## config.mk

```make
export PLATFORM = sky130hd
export DESIGN_NAME = edp_muldiv_seq
export DESIGN_NICKNAME = d
export VERILOG_FILES = /design/src/rtl/edp_muldiv_seq.sv
export SDC_FILE = /design/constraint.sdc
export NUM_CORES = 1
export LEC_CHECK = 0
export ABC_AREA = 1
export CAP_MARGIN = 0
export CORE_MARGIN = 8
export CORE_UTILIZATION = 40
export DETAILED_ROUTE_END_ITERATION = 7
export HOLD_SLACK_MARGIN = 0.15
export SYNTH_ARGS = -nofsm -noshare
export SYNTH_HDL_FRONTEND = slang
export SYNTH_SLANG_ARGS = --single-unit
export TNS_END_PERCENT = 20
```

## constraint.sdc

```tcl
create_clock -name CLK_EDP -period 11.65 [get_ports CLK_EDP]
set_clock_uncertainty 0.15 [all_clocks]
set_input_delay 2.33 -clock CLK_EDP [delete_from_list [all_inputs] [get_ports CLK_EDP]]
set_output_delay 2.33 -clock CLK_EDP [all_outputs]
set_load 0.01 [all_outputs]
```

## src/rtl/edp_muldiv_seq.sv

```systemverilog
// ============================================================================
// edp_muldiv_seq
// ----------------------------------------------------------------------------
// Iterative unsigned multiply / divide sequencer for the EBOX data path.
// One multiply or divide step is taken per EDP clock on AR/MQ/BR-style
// registers (ACC, MQ, BR), so microcode only has to issue start and collect
// the result on done.
//
//   multiply : shift-and-add, {ACC,MQ} ends up holding the 2*WIDTH product
//   divide   : restoring division of {a_hi,a_lo} by b,
//              MQ = quotient, ACC = remainder
//
// Bit numbering follows the EBOX convention [0:WIDTH-1], bit 0 = MSB, so
// MQ[WIDTH-1] is the multiplier bit consumed next.
//
// Parameters
//   WIDTH   operand width in bits
//   CNT_W   step-counter width, 2**CNT_W must exceed WIDTH
//
// Ports
//   CLK_EDP   in   EDP clock, rising edge
//   CROBAR_N  in   asynchronous active-low reset
//   start     in   begin an operation (sampled only while busy=0)
//   abort     in   cancel a running operation (no done, results unchanged)
//   op        in   0 = multiply, 1 = divide (sampled with start)
//   a_hi      in   dividend high word (unused for multiply)
//   a_lo      in   multiplier / dividend low word
//   b         in   multiplicand / divisor
//   busy      out  operation in progress
//   done      out  one-cycle result-valid pulse
//   ovf       out  divide overflow, valid with done, held until next start
//   res_hi    out  product high word / remainder
//   res_lo    out  product low word / quotient
//   steps     out  steps remaining, 0 when idle
//
// Build option
//   EDP_MULDIV_EARLY_EXIT_EN : when defined, a multiply finishes as soon as
//   the multiplier bits still to be consumed are all zero; the remaining
//   shifts are applied in one go. Divide timing is unaffected. When the
//   macro is undefined every multiply takes exactly WIDTH steps.
// ============================================================================
module edp_muldiv_seq #(
    parameter int WIDTH = 36,
    parameter int CNT_W = 6
) (
    input  logic             CLK_EDP,
    input  logic             CROBAR_N,
    input  logic             start,
    input  logic             abort,
    input  logic             op,
    input  logic [0:WIDTH-1] a_hi,
    input  logic [0:WIDTH-1] a_lo,
    input  logic [0:WIDTH-1] b,
    output logic             busy,
    output logic             done,
    output logic             ovf,
    output logic [0:WIDTH-1] res_hi,
    output logic [0:WIDTH-1] res_lo,
    output logic [CNT_W-1:0] steps
);

    localparam logic [CNT_W-1:0] STEP_LOAD = CNT_W'(WIDTH);
    localparam logic [CNT_W-1:0] STEP_ONE  = CNT_W'(1);

    typedef enum logic {
        S_IDLE = 1'b0,
        S_RUN  = 1'b1
    } state_t;

    state_t state;
    state_t state_next;

    // Working registers (data path, no reset needed: always loaded on start)
    logic [0:WIDTH-1] acc;
    logic [0:WIDTH-1] mq;
    logic [0:WIDTH-1] br;
    logic             op_run;

    logic [0:WIDTH-1] acc_next;
    logic [0:WIDTH-1] mq_next;
    logic [0:WIDTH-1] br_next;
    logic             op_run_next;

    // Registered outputs
    logic             done_next;
    logic             ovf_next;
    logic [0:WIDTH-1] res_hi_next;
    logic [0:WIDTH-1] res_lo_next;
    logic [CNT_W-1:0] steps_next;

    // ------------------------------------------------------------------
    // Multiply step: conditionally add BR, then shift {sum,MQ} right by
    // one. The sum is WIDTH+1 bits so its carry lands in ACC[0].
    // ------------------------------------------------------------------
    logic [0:WIDTH]   mul_sum;
    logic [0:WIDTH-1] mul_acc;
    logic [0:WIDTH-1] mul_mq;

    always_comb begin
        mul_sum = {1'b0, acc};
        if (mq[WIDTH-1]) begin
            mul_sum = {1'b0, acc} + {1'b0, br};
        end
        mul_acc = mul_sum[0:WIDTH-1];
        mul_mq  = {mul_sum[WIDTH], mq[0:WIDTH-2]};
    end

    // ------------------------------------------------------------------
    // Divide step: trial-subtract BR from {ACC,MQ[0]}. Because ACC < BR
    // is guaranteed (overflow is screened at start), a successful
    // subtraction always fits back into WIDTH bits, so only the low
    // WIDTH bits of the difference are formed.
    // ------------------------------------------------------------------
    logic             div_fits;
    logic [0:WIDTH-1] div_diff;
    logic [0:WIDTH-1] div_acc;
    logic [0:WIDTH-1] div_mq;

    always_comb begin
        div_fits = ({acc, mq[0]} >= {1'b0, br});
        div_diff = {acc[1:WIDTH-1], mq[0]} - br;
        if (div_fits) begin
            div_acc = div_diff;
            div_mq  = {mq[1:WIDTH-1], 1'b1};
        end else begin
            div_acc = {acc[1:WIDTH-1], mq[0]};
            div_mq  = {mq[1:WIDTH-1], 1'b0};
        end
    end

    // Quotient would not fit in WIDTH bits (also catches b = 0)
    logic div_ovf;
    assign div_ovf = (a_hi >= b);

    // ------------------------------------------------------------------
    // Multiply finish values. fin_acc/fin_mq are what {ACC,MQ} becomes on
    // this RUN edge; mul_early says the multiply may end on this edge.
    // ------------------------------------------------------------------
    logic             mul_early;
    logic [0:WIDTH-1] fin_acc;
    logic [0:WIDTH-1] fin_mq;

`ifdef EDP_MULDIV_EARLY_EXIT_EN
    // After this step, the low (steps-1) bits of MQ are the multiplier
    // bits not yet consumed. If they are all zero the remaining steps
    // would only shift, so apply that shift now and finish.
    logic [CNT_W-1:0]   pend_cnt;
    logic [0:WIDTH-1]   pend_mask;
    logic [0:2*WIDTH-1] fin_prod;

    always_comb begin
        pend_cnt  = steps - STEP_ONE;
        pend_mask = ~({WIDTH{1'b1}} << pend_cnt);
        mul_early = ((mul_mq & pend_mask) == '0);
        fin_prod  = {mul_acc, mul_mq} >> pend_cnt;
        fin_acc   = fin_prod[0:WIDTH-1];
        fin_mq    = fin_prod[WIDTH:2*WIDTH-1];
    end
`else
    assign mul_early = 1'b0;
    assign fin_acc   = mul_acc;
    assign fin_mq    = mul_mq;
`endif

    // ------------------------------------------------------------------
    // Next-state / next-output logic
    // ------------------------------------------------------------------
    always_comb begin
        state_next  = state;
        acc_next    = acc;
        mq_next     = mq;
        br_next     = br;
        op_run_next = op_run;
        steps_next  = steps;
        done_next   = 1'b0;
        ovf_next    = ovf;
        res_hi_next = res_hi;
        res_lo_next = res_lo;

        case (state)
            S_IDLE: begin
                if (start) begin
                    op_run_next = op;
                    acc_next    = op ? a_hi : '0;
                    mq_next     = a_lo;
                    br_next     = b;
                    ovf_next    = 1'b0;
                    if (op && div_ovf) begin
                        // Overflowed divide: no steps, operands returned
                        done_next   = 1'b1;
                        ovf_next    = 1'b1;
                        res_hi_next = a_hi;
                        res_lo_next = a_lo;
                    end else begin
                        state_next = S_RUN;
                        steps_next = STEP_LOAD;
                    end
                end
            end

            S_RUN: begin
                if (abort) begin
                    state_next = S_IDLE;
                    steps_next = '0;
                end else if (op_run) begin
                    acc_next   = div_acc;
                    mq_next    = div_mq;
                    steps_next = steps - STEP_ONE;
                    if (steps == STEP_ONE) begin
                        state_next  = S_IDLE;
                        done_next   = 1'b1;
                        res_hi_next = div_acc;
                        res_lo_next = div_mq;
                    end
                end else begin
                    acc_next   = fin_acc;
                    mq_next    = fin_mq;
                    steps_next = steps - STEP_ONE;
                    if (mul_early || (steps == STEP_ONE)) begin
                        state_next  = S_IDLE;
                        steps_next  = '0;
                        done_next   = 1'b1;
                        res_hi_next = fin_acc;
                        res_lo_next = fin_mq;
                    end
                end
            end

            default: begin
                state_next = S_IDLE;
                steps_next = '0;
            end
        endcase
    end

    // ------------------------------------------------------------------
    // Control and output registers
    // ------------------------------------------------------------------
    always_ff @(posedge CLK_EDP or negedge CROBAR_N) begin
        if (!CROBAR_N) begin
            state  <= S_IDLE;
            done   <= 1'b0;
            ovf    <= 1'b0;
            res_hi <= '0;
            res_lo <= '0;
            steps  <= '0;
        end else begin
            state  <= state_next;
            done   <= done_next;
            ovf    <= ovf_next;
            res_hi <= res_hi_next;
            res_lo <= res_lo_next;
            steps  <= steps_next;
        end
    end

    // Working registers
    always_ff @(posedge CLK_EDP) begin
        acc    <= acc_next;
        mq     <= mq_next;
        br     <= br_next;
        op_run <= op_run_next;
    end

    assign busy = (state == S_RUN);

endmodule

```

Word level (Yosys, flattened, before mapping)
Index checks and enable logic that the tools add are counted.
{ "op_classes": {"add_sub_neg": 3, "magnitude_cmp": 2, "eq_ne": 6, "mux": 42, "bitwise": 1, "reduce_logical": 5} }
{ "op_table": {"columns": ["op", "count"], "rows": [
  ["$mux 36", 20],
  ["$pmux 36 s2", 4],
  ["$add 36x36->37", 1],
  ["$ge 37x36->1", 1],
  ["$mux 37", 1],
  ["$ge 36x36->1", 1],
  ["$sub 36x36->36", 1],
  ["$mux 6", 5],
  ["$pmux 6 s2", 1],
  ["$mux 1", 9],
  ["$ne 2x2->1 const B", 4],
  ["$eq 6x1->1 const B", 1],
  ["$reduce_and 2->1", 3],
  ["$sub 6x1->6 const B", 1],
  ["$pmux 1 s2", 2],
  ["$reduce_and 4->1", 1],
  ["$ne 2x1->1 const B", 1],
  ["$logic_and 1x1->1", 1],
  ["$not 1->1", 1]
]} }
{ "word_totals": {"reg_bits": 190, "in_bits": 113, "output_inout_bits": 81, "elab_cells": 69} }

Longest topological paths before layout
{ "depth": {"ltp_word": 6, "mapped_depth": 20, "depth_no_buf": 20} }

Worst setup path after synthesis
OpenSTA, ideal clock, no wires.
{ "synth_path": {"path_kind": "input to register", "startpoint": "in start", "endpoint": "reg acc[0] (netlist name), enable pin", "setup_time_ns": 0.433, "t_arrival_ns": 5.822, "required_time_ns": 11.067, "setup_slack_ns": 5.246, "path_stages": 4, "n_path_buf": 0, "cell_sequence": "inv_1 > nor2_1 > inv_1 > nand2_1"} }
{ "synth_via": {"elab_chain_cells": 2} }
{ "synth_lines": {"columns": ["item", "line_no", "rtl"], "rows": [
  ["start: declaration", "48", "input logic start,"],
  ["$ne 2x2->1 (no source line)", null, null],
  ["$reduce_and 2->1 (no source line)", null, null],
  ["end signal: assignment", "259", "acc <= acc_next;"],
  ["end: declaration", "74", "logic [0:WIDTH-1] acc;"]
]} }
No other way between the ends.
A chain may end at the register's enable or synchronous reset.

Worst setup path in the final report
{ "layout_path": {"startpoint": "in b[0] (netlist name)", "endpoint": "reg res_hi[24] (netlist name)"} }
{ "layout_via": {"elab_chain_cells": 4} }
{ "layout_lines": {"columns": ["item", "line_no", "rtl"], "rows": [
  ["start: declaration", "53", "input logic [0:WIDTH-1] b,"],
  ["$ge 36x36->1", "133", "assign div_ovf = (a_hi >= b);"],
  ["$logic_and 1x1->1", "188", "if (op && div_ovf) begin"],
  ["$ne 2x2->1 (no source line)", null, null],
  ["$reduce_and 4->1 (no source line)", null, null],
  ["end signal: assignment", "251", "res_hi <= res_hi_next;"],
  ["end: declaration", "57", "output logic [0:WIDTH-1] res_hi,"]
]} }
No other way between the ends.

==> results.ini <==
[logic_synthesis]
synth_async_sr_flop_share_pct = 42.6
synth_area_mm2 = 0.0152
synth.avg_cell_area_um2 = 6.83
yosysSeqAreaShare_pct = 34.9
synthFlopType = edfxtp_1
ys_ff_latch = 190
synth_top_area_cell = edfxtp_1
syn_inst = 2227
synth_area_leaders = edfxtp_1 22%, nand2_1 17%, dfrtp_1 13%, ha_1 9.1%, inv_1 6.8%
synth_cell_types = 36
syn_nets = 2452
synthDominantCellAreaShare_pct = 21.5
synth_edf_count = 109
yosys_warnings = 0

[placement]
placed_cell_area_mm2 = 0.0176
gp_congestion = 0.937
post-dp-hpwl_um = 45700
io_buffers = 193

[global_route]
grt_use_met2_pct = 39.9
grt_most_used_layer = met2
grt_antenna_before_repair = 2
grt_max_degree = 77
gr-usage-met1_pct = 35.3
grt.total_usage_pct = 26.0
grt_pass1_wl_um = 89400
grtUsageMet3_pct = 6.82
grt_pass1_vias = 15400
gr-total-overflow = 0

[worst_setup_path]
arrival_ns = 6.12
critPathMaxFanout = 74
startpoint = b[0]
endpoint = res_hi[24]
r2r_slack_ns = 7.80
required_ns = 11.87
r2r_start = br[25]
end_kind = flip-flop
start_kind = primary input
r2r-end = acc[2]
critPathKind = primary input to flip-flop
worst_r2r_path_depth = 14

[clock_tree]
postCtsSetupRepairBufs = 0
cts.clk_slew.worst_paths_ns = 0.07
clock_latency_ns = 0.45
postCtsHoldBufs = 0
cts_tree = yes
htreeDepth = 4
cts_resized = 0
cts_buffers = 17
cts-root-buf = clkbuf_16
cts_max_path_buffers = 2
clkSinkCount = 190

[routing]
drcViolationCount = 0
antenna_left = 0
viasPerCell = 5.27
wl_per_cell_um = 20.0
wirelength_um = 58300
drt_iter0_markers = 1431
vias = 15300
firstDrtPassIters = 5

[layout]
num_antenna_cells = 0
drive_above_1_share_pct = 3.13
areaGrowthSynthToFinish_pct = 19.4
final_area_mm2 = 0.0182
regArea_mm2 = 0.00530
final_common_cell = nand2_1
final_cell_mix = 702 x nand2_1, 274 x inv_1, 251 x nor2_1, 192 x clkdlybuf4s50_1, 174 x nand3_1
nets = 2608
multi_input_area_mm2 = 0.00857
fillers = 3900

[floorplanning]
fp.dieArea_mm2 = 0.0445
die_w_um = 211
die-height_um = 211
ios = 194
start_util_pct = 40.5
rows = 71
coreArea_mm2 = 0.0376

[power]
leakage_nw = 8.75
peakVddDrop_uv = 114
power_density_mw_per_mm2 = 211

[timing]
fin_crit_ns = 5.91
maxSlewHeadroom_pct = 17.5
period_share_pct = 50.7
worstMarginPinSlew_ns = 1.24
final.setup.tns_ns = 0
finalHoldViolCount = 0
drv_slew = 0
timing.fmax_mhz = 169
setup_viol = 0
rsz0062_at_grt = no

[worst_hold_path]
min-delay-path-class = flip-flop to flip-flop

[flow_run]
max_cap_violations = 0

[outcome]
status = finished clean

[flip-flops by register name, indices dropped and copies added (netlist names)]
name	count
acc	36
br	36
mq	36
res_hi	36
res_lo	36
steps	6
busy	1
done	1
op_run	1
ovf	1
[final cells by class]
type	count	share of cell area (%)
Multi-Input combinational cell	1692	47.2
Sequential cell	190	29.2
Timing Repair Buffer	203	11.0
Inverter	279	5.77
Tap cell	511	3.52
Clock buffer	18	2.42
Clock inverter	14	0.820
[cells by family after synthesis]
logic type | count (synthesis) | synth area share (%)
AOI/OAI and AO/OA | 347 | 12.8
xor gates and xnor gates | 36 | 2.07
adders and majority gates | 112 | 9.31
buffers and inverters | 345 | 8.90
DFF | 190 | 34.9
and+or+nand+nor | 1197 | 32.1
[report_power, final]
part	total, mW	switching (mW)	internal (mW)	leakage [nW]
clock	0.596	0.287	0.309	0.287
combinational	2.06	1.28	0.776	6.43
sequential	1.17	0.201	0.969	2.04
total	3.82	1.77	2.05	8.75
[stage by stage]
| stage | power, mW | hold slack, ns | utilization [%] | cells | worst slack, ns |
|---|---|---|---|---|---|
| 2_1_floorplan | 2.35 | 0.367 | - | 2227 | 5.25 |
| 6_report | 3.82 | 0.368 | 48.3 | 2907 | 5.74 |
| 3_3_place_gp | 3.20 | 0.348 | 46.7 | 2875 | 5.42 |
| 3_5_place_dp | 3.21 | 0.342 | 46.7 | 2875 | 5.34 |
| 5_1_grt | 4.11 | 0.394 | 48.3 | 2907 | 5.61 |
| 4_1_cts | 3.82 | 0.372 | 48.3 | 2907 | 5.79 |
[worst max-delay path: stages]
cell             delay (ns)
clkdlybuf4s50_1        0.48
inv_1                  0.05
ha_1                   0.28
nand2_1                0.07
nor2_1                 0.49
nand2_1                0.14
nor2_1                 0.31
nand4_1                0.15
nand4_1                0.15
nand3_2                0.07
buf_4                  0.38
nand2_2                0.15
buf_4                  0.69
nor2_1                 0.09
a21oi_1                0.16
[how the worst min path moves through the flow]
stage,from,end,slack [ns],depth (start not counted)
floorplan,ovf,ovf,0.37,2
global placement,res_lo[6],res_lo[6],0.35,2
detailed placement,res_lo[24],res_lo[24],0.34,2
CTS,res_lo[24],res_lo[24],0.37,2
global route,res_lo[18],res_lo[18],0.39,2
finish,steps[4],steps[4],0.37,2
[per-layer routing]
layer	vias up	share of wire, %	wire [um]
met3	82	8.4	4900
met4	4	3.0	1750
met1	7147	45	26200
li1	7540	-	-
met5	-	0.046	27
met2	550	44	25400
[synth_stat cells, types with 20 or more instances]
| cell type | instances |
|---|---|
| nand3_1 | 175 |
| a21oi_1 | 121 |
| clkbuf_1 | 43 |
| inv_1 | 275 |
| nor3_1 | 20 |
| nor2_1 | 252 |
| ha_1 | 110 |
| xor2_1 | 34 |
| dfrtp_1 | 81 |
| nand4_1 | 21 |
| o21ai_0 | 151 |
| nand2_1 | 704 |
| a21boi_0 | 36 |
| edfxtp_1 | 109 |
No activity file was read; power rests on OpenSTA's default activity.
